==> config.mk <==
export PLATFORM = sky130hd
export DESIGN_NAME = interval_counter_flat
export DESIGN_NICKNAME = d
export VERILOG_FILES = /design/src/rtl/interval_counter_if.sv /design/src/rtl/interval_counter.sv /design/src/flat_wrapper.sv
export SDC_FILE = /design/constraint.sdc
export NUM_CORES = 1
export LEC_CHECK = 0
export ABC_AREA = 1
export CAP_MARGIN = 20
export CORE_ASPECT_RATIO = 0.9
export CORE_UTILIZATION = 30
export CTS_CLUSTER_DIAMETER = 40
export DETAILED_ROUTE_END_ITERATION = 12
export PLACE_DENSITY = 0.51
export SLEW_MARGIN = 40
export SYNTH_ARGS = -nofsm -noshare
export SYNTH_HDL_FRONTEND = slang
export SYNTH_SLANG_ARGS = --single-unit
==> constraint.sdc <==
create_clock -name clk -period 1.75 [get_ports clk]
set_input_delay 0.175 -clock clk [delete_from_list [all_inputs] [get_ports clk]]
set_output_delay 0.175 -clock clk [all_outputs]
set_load 0.02 [all_outputs]
==> src/rtl/interval_counter_if.sv <==
// Control and status bundle for the programmable interval counter.
// master drives the controls; slave (the counter) returns count and flags.
interface interval_counter_if #(
    parameter int DATA_WIDTH     = 10,
    parameter int PRESCALE_WIDTH = 8
);
    logic                      en;
    logic                      clr;
    logic                      load;
    logic [DATA_WIDTH-1:0]     load_val;
    logic [DATA_WIDTH-1:0]     max_val;
    logic                      dir;
    logic                      mode;
    logic [PRESCALE_WIDTH-1:0] prescale;
    logic [DATA_WIDTH-1:0]     out;
    logic                      tc;
    logic                      done;

    modport master (
        output en, clr, load, load_val, max_val, dir, mode, prescale,
        input  out, tc, done
    );

    modport slave (
        input  en, clr, load, load_val, max_val, dir, mode, prescale,
        output out, tc, done
    );
endinterface

==> src/rtl/interval_counter.sv <==
// Programmable up/down interval counter with prescaler, periodic or
// one-shot mode and a one-cycle terminal-count pulse.
module interval_counter #(
    parameter int DATA_WIDTH     = 10,
    parameter int PRESCALE_WIDTH = 8
) (
    input logic              clk,
    input logic              rst,
    interval_counter_if.slave bus
);
    typedef enum logic {RUN, DONE} state_t;

    state_t                    state;
    logic [DATA_WIDTH-1:0]     cnt;
    logic [PRESCALE_WIDTH-1:0] pre_cnt;
    logic                      tc_q;
    logic                      done_q;
    logic                      tick;
    logic                      term;

    assign tick = (pre_cnt == bus.prescale);
    assign term = bus.dir ? (cnt >= bus.max_val) : (cnt == '0);

    always_ff @(posedge clk or negedge rst) begin
        if (!rst) begin
            state   <= RUN;
            cnt     <= '0;
            pre_cnt <= '0;
            tc_q    <= 1'b0;
            done_q  <= 1'b0;
        end else if (bus.clr) begin
            state   <= RUN;
            cnt     <= '0;
            pre_cnt <= '0;
            tc_q    <= 1'b0;
            done_q  <= 1'b0;
        end else if (bus.load) begin
            state   <= RUN;
            cnt     <= bus.load_val;
            pre_cnt <= '0;
            tc_q    <= 1'b0;
            done_q  <= 1'b0;
        end else if (state == RUN && bus.en) begin
            if (tick) begin
                pre_cnt <= '0;
                if (term) begin
                    tc_q <= 1'b1;
                    if (bus.mode) begin
                        state  <= DONE;
                        done_q <= 1'b1;
                    end else begin
                        cnt <= bus.dir ? '0 : bus.max_val;
                    end
                end else begin
                    tc_q <= 1'b0;
                    // Terminal checks above keep these from wrapping.
                    cnt  <= bus.dir ? cnt + DATA_WIDTH'(1)
                                    : cnt - DATA_WIDTH'(1);
                end
            end else begin
                pre_cnt <= pre_cnt + PRESCALE_WIDTH'(1);
                tc_q    <= 1'b0;
            end
        end else begin
            tc_q <= 1'b0;
        end
    end

    assign bus.out  = cnt;
    assign bus.tc   = tc_q;
    assign bus.done = done_q;
endmodule

==> src/flat_wrapper.sv <==
// flat-port wrapper written by rule: the top's interface ports become plain ports
module interval_counter_flat 
#(
    parameter int DATA_WIDTH     = 10,
    parameter int PRESCALE_WIDTH = 8
)
  (clk, rst, bus_en, bus_clr, bus_load, bus_load_val, bus_max_val, bus_dir, bus_mode, bus_prescale, bus_out, bus_tc, bus_done);
  interval_counter_if #(.DATA_WIDTH(DATA_WIDTH), .PRESCALE_WIDTH(PRESCALE_WIDTH)) bus_i ();
  input logic clk;
  input logic rst;
  input wire logic [$bits(bus_i.en)-1:0] bus_en;
  input wire logic [$bits(bus_i.clr)-1:0] bus_clr;
  input wire logic [$bits(bus_i.load)-1:0] bus_load;
  input wire logic [$bits(bus_i.load_val)-1:0] bus_load_val;
  input wire logic [$bits(bus_i.max_val)-1:0] bus_max_val;
  input wire logic [$bits(bus_i.dir)-1:0] bus_dir;
  input wire logic [$bits(bus_i.mode)-1:0] bus_mode;
  input wire logic [$bits(bus_i.prescale)-1:0] bus_prescale;
  output wire logic [$bits(bus_i.out)-1:0] bus_out;
  output wire logic [$bits(bus_i.tc)-1:0] bus_tc;
  output wire logic [$bits(bus_i.done)-1:0] bus_done;
  assign bus_i.en = bus_en;
  assign bus_i.clr = bus_clr;
  assign bus_i.load = bus_load;
  assign bus_i.load_val = bus_load_val;
  assign bus_i.max_val = bus_max_val;
  assign bus_i.dir = bus_dir;
  assign bus_i.mode = bus_mode;
  assign bus_i.prescale = bus_prescale;
  assign bus_out = bus_i.out;
  assign bus_tc = bus_i.tc;
  assign bus_done = bus_i.done;
  interval_counter #(.DATA_WIDTH(DATA_WIDTH), .PRESCALE_WIDTH(PRESCALE_WIDTH)) u_core (.clk(clk), .rst(rst), .bus(bus_i));
endmodule
Yosys cells after proc, flatten, opt, wreduce, memory -nomap -nowiden

Index checks and enable logic that the tools add are counted.

Logic and storage cells: 43
Bits in registers: 20
Bits of input ports: 35
Output and inout bits: 12

Equality and inequality tests: 2
Magnitude comparators: 1
$add $sub $neg: 3
Bitwise logic cells: 1
Multiplexer cells: 24
Reductions and logical operators: 8

Operators by type and width:

| kind                    | number |
|---|---|
| $mux W10                | 8 |
| $mux W8                 | 4 |
| $mux W1                 | 12 |
| $reduce_bool A3 Y1      | 4 |
| $add A10 B1 Y10 const B | 1 |
| $ge A10 B10 Y1          | 1 |
| $logic_not A10 Y1       | 1 |
| $sub A10 B1 Y10 const B | 1 |
| $add A8 B1 Y8 const B   | 1 |
| $eq A8 B8 Y1            | 1 |
| $ne A4 B4 Y1 const B    | 1 |
| $reduce_and A4 Y1       | 1 |
| $reduce_and A3 Y1       | 1 |
| $logic_and A1 B1 Y1     | 1 |
| $not A1 Y1              | 1 |

Logic depth before layout (Yosys ltp)

Word-level depth: 7
Depth in mapped cells: 16
Gate-level depth less buffers: 15

Worst setup path before layout

Ideal clock, no wire load.

Kind: input port to flip-flop
Start: in bus_dir
End: reg u_core.cnt[5] (netlist: u_core.bus.out[5])
Data required time: 1633 ps
Stages on the path: 12
Arrival: 1764 ps
Setup time: 117 ps
Path slack: -130 ps
Path buffers: 1
Cell sequence: inv_1 clkbuf_1 ha_1 nand2_1 nand3_1 nand2_1 nand2_1 xor2_1 nand2_1 nand3_1 nand2_1 nand2_1

Word-level cells in the longest chain between the ends: 7
Elaborated cells on any way between the ends: 11
Those cells by class: eq/ne (1); mux (9); reduce/logical (1)

RTL lines:

| element              | line                   | RTL |
|---|---|---|
| from (decl)          | flat_wrapper.sv:16     | `input wire logic [$bits(bus_i.dir)-1:0] bus_dir;` |
| $mux W10             | interval_counter.sv:52 | `cnt <= bus.dir ? '0 : bus.max_val;` |
| $mux W10             | interval_counter.sv:48 | `if (bus.mode) begin` |
| $mux W10             | interval_counter.sv:46 | `if (term) begin` |
| $mux W10             | interval_counter.sv:44 | `if (tick) begin` |
| $mux W10             | interval_counter.sv:43 | `end else if (state == RUN && bus.en) begin` |
| $mux W10             | interval_counter.sv:37 | `end else if (bus.load) begin` |
| $mux W10             | interval_counter.sv:31 | `end else if (bus.clr) begin` |
| to (signal assigned) | interval_counter.sv:39 | `cnt <= bus.load_val;` |
| to (signal assigned) | interval_counter.sv:52 |  |
| to (signal assigned) | interval_counter.sv:57 | `cnt <= bus.dir ? cnt + DATA_WIDTH'(1)` |
| to (decl)            | interval_counter.sv:14 | `logic [DATA_WIDTH-1:0] cnt;` |

Parallel ways exist; a longest one is shown, timed or not. The select of a mux whose other input is x is not followed.
A chain may end at the register's enable or synchronous reset.

Worst setup path after layout

Start: in bus_max_val[0]
End: reg u_core.cnt[6] (netlist: u_core.bus.out[6])

Word-level cells in the longest chain between the ends: 7
Elaborated cells on any way between the ends: 9
Those cells by class: order compare (1); eq/ne (1); mux (6); reduce/logical (1)

RTL lines:

| element          | line                   | RTL |
|---|---|---|
| from (decl)      | flat_wrapper.sv:15     | `input wire logic [$bits(bus_i.max_val)-1:0] bus_max_val;` |
| $ge A10 B10 Y1 * | interval_counter.sv:22 | `assign term = bus.dir ? (cnt >= bus.max_val) : (cnt == '0);` |
| $mux W1 *        | interval_counter.sv:22 |  |
| $mux W10         | interval_counter.sv:46 |  |
| $mux W10         | interval_counter.sv:44 |  |
| $mux W10         | interval_counter.sv:43 |  |
| $mux W10         | interval_counter.sv:37 |  |
| $mux W10         | interval_counter.sv:31 |  |

Mark *: on every way between the ends. The rest lies on a longest branch, timed or not. The select of a mux whose other input is x is not followed.

==> qor.tcl <==
set qor(cts_inserted_buffers) 3
set qor(die_w_um) 89.55
set qor(area.sequential_um2) 503.0
set qor(synth_top_cell_area_share) 0.2418
set qor(total_leakage_power_nw) 1.652
set qor(top_level_ports) 47
set qor(synth-seq-area-share) 0.2418
set qor(drcViolationCount) 0
set qor(postSynthCellCount) 327
set qor(placement.setup.worst_slack_ns) -0.5389
set qor(timing.final.ws_setup_ns) -0.05257
set qor(internal_power_mw) 1.265
set qor(cts_buffer_depth) 2
set qor(synth_compound_area_frac) 0.06832
set qor(worst-slew-pin-transition_ns) 0.3578
set qor(syn-cell-area_mm2) 0.002069
set qor(ys.flop_type) {sky130_fd_sc_hd__dfrtp_1}
set qor(final_period_minus_worst_setup_slack_ns) 1.803
set qor(vdd.ir_drop.worst_v) 0.0002441
set qor(filler_instances) 674
set qor(failing_checks) {setup timing}
set qor(crit_path_max_fanout) 8
set qor(fraction_of_registers_with_async_set_or_reset_after_synthesis) 1.000
set qor(die_area_mm2) 0.007235
set qor(synth_mux_area_frac) 0
set qor(hp-class) {input port to async pin}
set qor(clockPowerShare) 0.183
set qor(rsz0062_at_grt) {true}
set qor(n_antenna_cell) 0
set qor(path_delay_family) {simple AND/OR/NAND/NOR gates}
set qor(totalPowerFinal_mw) 2.058
set qor(setup_viol) 10
set qor(placement.cell_area_mm2) 0.002970
set qor(critPathArrivalTime_ns) 1.97
set qor(cp.required_ns) 1.92
set qor(combined_area_of_the_multi_input_logic_cells_mm2) 0.001563
set qor(setup.worst_path.end_class) {flop}
set qor(synth-xor-area-share) 0.05502
set qor(routed-via-count) 2274
set qor(postSynthAreaPerCell_um2) 6.329
set qor(setup.worst_path.start_class) {input port}
set qor(run_status) {complete, but fails checks}
set qor(worst_setup_path_startpoint) {bus_max_val[0]}
set qor(timing.critical_path.buf_inv) 3
set qor(drive_above_1_share) 0.2506
set qor(cp_common_cell) {sky130_fd_sc_hd__nand2_1}
set qor(worst_path_max_delay_cell) {sky130_fd_sc_hd__clkdlybuf4s50_1}
set qor(synth-seq-cells) 20
set qor(number_of_warnings_printed_during_yosys_synthesis) 0
set qor(route.detailed.wl_per_inst_um) 12.74
set qor(detailed_place_hpwl_mm) 5.067
set qor(yosysTopAreaCell) {sky130_fd_sc_hd__dfrtp_1}
set qor(timing.fmax_mhz) 554.8
set qor(cts_root_buf) {sky130_fd_sc_hd__clkbuf_8}
set qor(first_pass_grt_wire_length_mm) 10.07
set qor(syn-num-nets) 382
set qor(synth_top_family_by_area) {simple AND/OR/NAND/NOR gates}
set qor(synth_enable_flop_cells) 0
set qor(synth-simple-area-share) 0.4021
set qor(clkLatencyLatePin_ns) 0.27
set qor(first_global_vias) 2159
set qor(total_switching_power_mw) 0.7924
set qor(timing.setup.critical_path_class) {input port to flop}
set qor(cts_num_sinks) 20
set qor(final-hold-violation-count) 0
set qor(cts.htree.levels) 1
set qor(post_synth_most_frequent_cells) {sky130_fd_sc_hd__nand2_1, sky130_fd_sc_hd__inv_1, sky130_fd_sc_hd__nand3_1}
set qor(power.density_mw_per_mm2) 624.6
set qor(share_of_synthesized_cell_area_in_full_adder_half_adder_and_majority_cells) 0.1245
set qor(grt_antenna_before_repair) 0
set qor(cts_tree) {built}
set qor(nNetsFinal) 475
set qor(port_buffers) 46
set qor(yosysMostFrequentCell) {sky130_fd_sc_hd__nand2_1}
set qor(net_switching_share_of_the_total_power) 0.3851
set qor(drv_cap) 0
set qor(layout-area-overhead-vs-synth_pct) 59.19
set qor(core_area_mm2) 0.006621
set qor(timing.critical_path.cells) {clkdlybuf4s50_1, ha_4, inv_1, nand2_1, nand2_1, nand2_1, nand2_1, nand2_1, nand2_1, nand2_2, nand3_2, nand2_4, buf_12, nor2_4, nand2_1, nand2_1}
set qor(drt-pass1-iter-count) 4
set qor(fin_skew_ns) 0.002513
set qor(vias_per_std_cell) 4.468
set qor(num_rows) 28
set qor(layout_worst_path_cycle_share) 1.030
set qor(clk_pin_slew_worst_paths_ns) 0.08
set qor(p_seq_frac) 0.269
set qor(pin_count_of_the_biggest_net_entering_global_routing) 21
set qor(globalRoute.totalOverflow) 0
set qor(max_slew_margin) 0.7589
set qor(drt_wl_total_mm) 6.487
set qor(finalWeightedCongestion) 0.8190
set qor(fp.dieH_um) 80.80
set qor(grt_use_total) 0.1879
set qor(route.antenna.remaining_nets) 0
set qor(worst_path_largest_cell_delay_ns) 0.49
set qor(combinationalPowerShare) 0.548
set qor(final_design_area_no_fill_mm2) 0.003294
set qor(initial_utilization) 0.3125
set qor(initialDrtViolationCount) 100
set qor(synth.area.top_cells) {sky130_fd_sc_hd__dfrtp_1, sky130_fd_sc_hd__nand2_1, sky130_fd_sc_hd__ha_1}
set qor(beginning_of_the_worst_register_to_register_path) {u_core.bus.out[8]}
set qor(final_max_slew_viol_count) 0
set qor(yosysUniqueCellTypes) 27
==> power groups by stage <==
| stage | clock, mW | combinational (mW) | sequential (mW) |
|---|---|---|---|
| 2_1_floorplan | 0 | 0.487 | 0.605 |
| 3_3_place_gp | 0 | 0.994 | 0.561 |
| 3_5_place_dp | 0 | 0.991 | 0.560 |
| 4_1_cts | 0.392 | 1.03 | 0.551 |
| 5_1_grt | 0.414 | 1.25 | 0.562 |
| 6_report | 0.377 | 1.13 | 0.553 |
==> per-stage QoR <==
stage / utilization / setup TNS [ns] / cells / hold slack [ns]
final: 0.4975 / -0.3061 / 509 / 0.2500
after global routing: 0.4975 / -1.118 / 509 / 0.2712
after CTS: 0.4652 / -0.3170 / 507 / 0.2556
after detailed placement: 0.4486 / -5.998 / 503 / 0.5392
after global placement: 0.4486 / -6.559 / 503 / 0.5316
after floorplan: - / 0 / 327 / -0.1206
==> area by class of cell <==
class	instances	share of cell area
multi-input cells	251	0.4744
repair buffers	95	0.2647
flip-flops and latches	20	0.1527
inverters	49	0.05735
well taps	90	0.03418
clock buffers	4	0.01671
==> cell usage in the layout, fill, tap and decap left out, types with 2 or more instances in the layout <==
cell / Yosys / layout
sky130_fd_sc_hd__a21oi_1: 9 / 5
sky130_fd_sc_hd__nor2_2: 11 / 8
sky130_fd_sc_hd__xor2_1: 6 / 6
sky130_fd_sc_hd__clkbuf_8: 0 / 4
sky130_fd_sc_hd__inv_2: 1 / 2
sky130_fd_sc_hd__nand2_1: 106 / 97
sky130_fd_sc_hd__buf_4: 1 / 44
sky130_fd_sc_hd__nand2_2: 2 / 8
sky130_fd_sc_hd__ha_1: 19 / 12
sky130_fd_sc_hd__nand4_1: 5 / 5
sky130_fd_sc_hd__xnor2_1: 7 / 7
sky130_fd_sc_hd__dlygate4sd2_1: 0 / 2
sky130_fd_sc_hd__nor2_1: 26 / 24
sky130_fd_sc_hd__a21oi_2: 0 / 4
sky130_fd_sc_hd__o21ai_0: 13 / 13
sky130_fd_sc_hd__inv_1: 48 / 45
sky130_fd_sc_hd__nor3_1: 4 / 3
sky130_fd_sc_hd__nor2_4: 0 / 5
sky130_fd_sc_hd__inv_4: 0 / 2
sky130_fd_sc_hd__nand3_1: 34 / 29
sky130_fd_sc_hd__dfrtp_2: 0 / 2
sky130_fd_sc_hd__dlymetal6s2s_1: 0 / 2
sky130_fd_sc_hd__clkdlybuf4s50_1: 0 / 42
sky130_fd_sc_hd__nand3_2: 0 / 5
sky130_fd_sc_hd__ha_4: 0 / 7
sky130_fd_sc_hd__buf_6: 1 / 3
sky130_fd_sc_hd__nand2_4: 0 / 3
sky130_fd_sc_hd__dfrtp_1: 20 / 18
==> worst paths after layout <==
check | to | slack [ns] | cells past startpoint
worst min register to register | u_core.pre_cnt[0] | 0.54 | 1
min in group clk | u_core.bus.out[3] | 0.40 | 6
worst min-delay path | u_core.state | 0.25 | 2
worst max-delay path | u_core.bus.out[6] | -0.05 | 16
max in group asynchronous | u_core.bus.out[0] | 1.25 | 2
worst max register to register | u_core.bus.out[6] | -0.04 | 12
==> logic make-up (layout without fill, tap and decap cells) <==
logic type / count (synthesis) / in the layout
simple gates: 193 / 193
compound gates: 25 / 25
buf+inv: 56 / 148
xor+xnor: 13 / 13
flops: 20 / 20
fa+ha+maj: 20 / 20
==> metal layers <==
metal | routed length [um] | global-route usage | vias to the layer above
met5 | 0 | 0 | -
met4 | 65 | 0.04921 | 0
met3 | 267 | 0.02947 | 5
met2 | 2992 | 0.3106 | 51
met1 | 3161 | 0.2541 | 1003
li1 | - | - | 1215
==> state kept, by name, summed over array words and instances (netlist names) <==
signal / cells
u_core.bus.tc: 1
u_core.pre_cnt: 8
u_core.state: 1
u_core.bus.out: 10
==> what timing repair did <==
item,in CTS,in global routing
setup endpoints to repair,12,12
pin swaps,4,12
cloned,0,1
buffers inserted,0,1
resized for setup,18,36
hold buffers,0,0
Power figures use the tool's default switching activity.
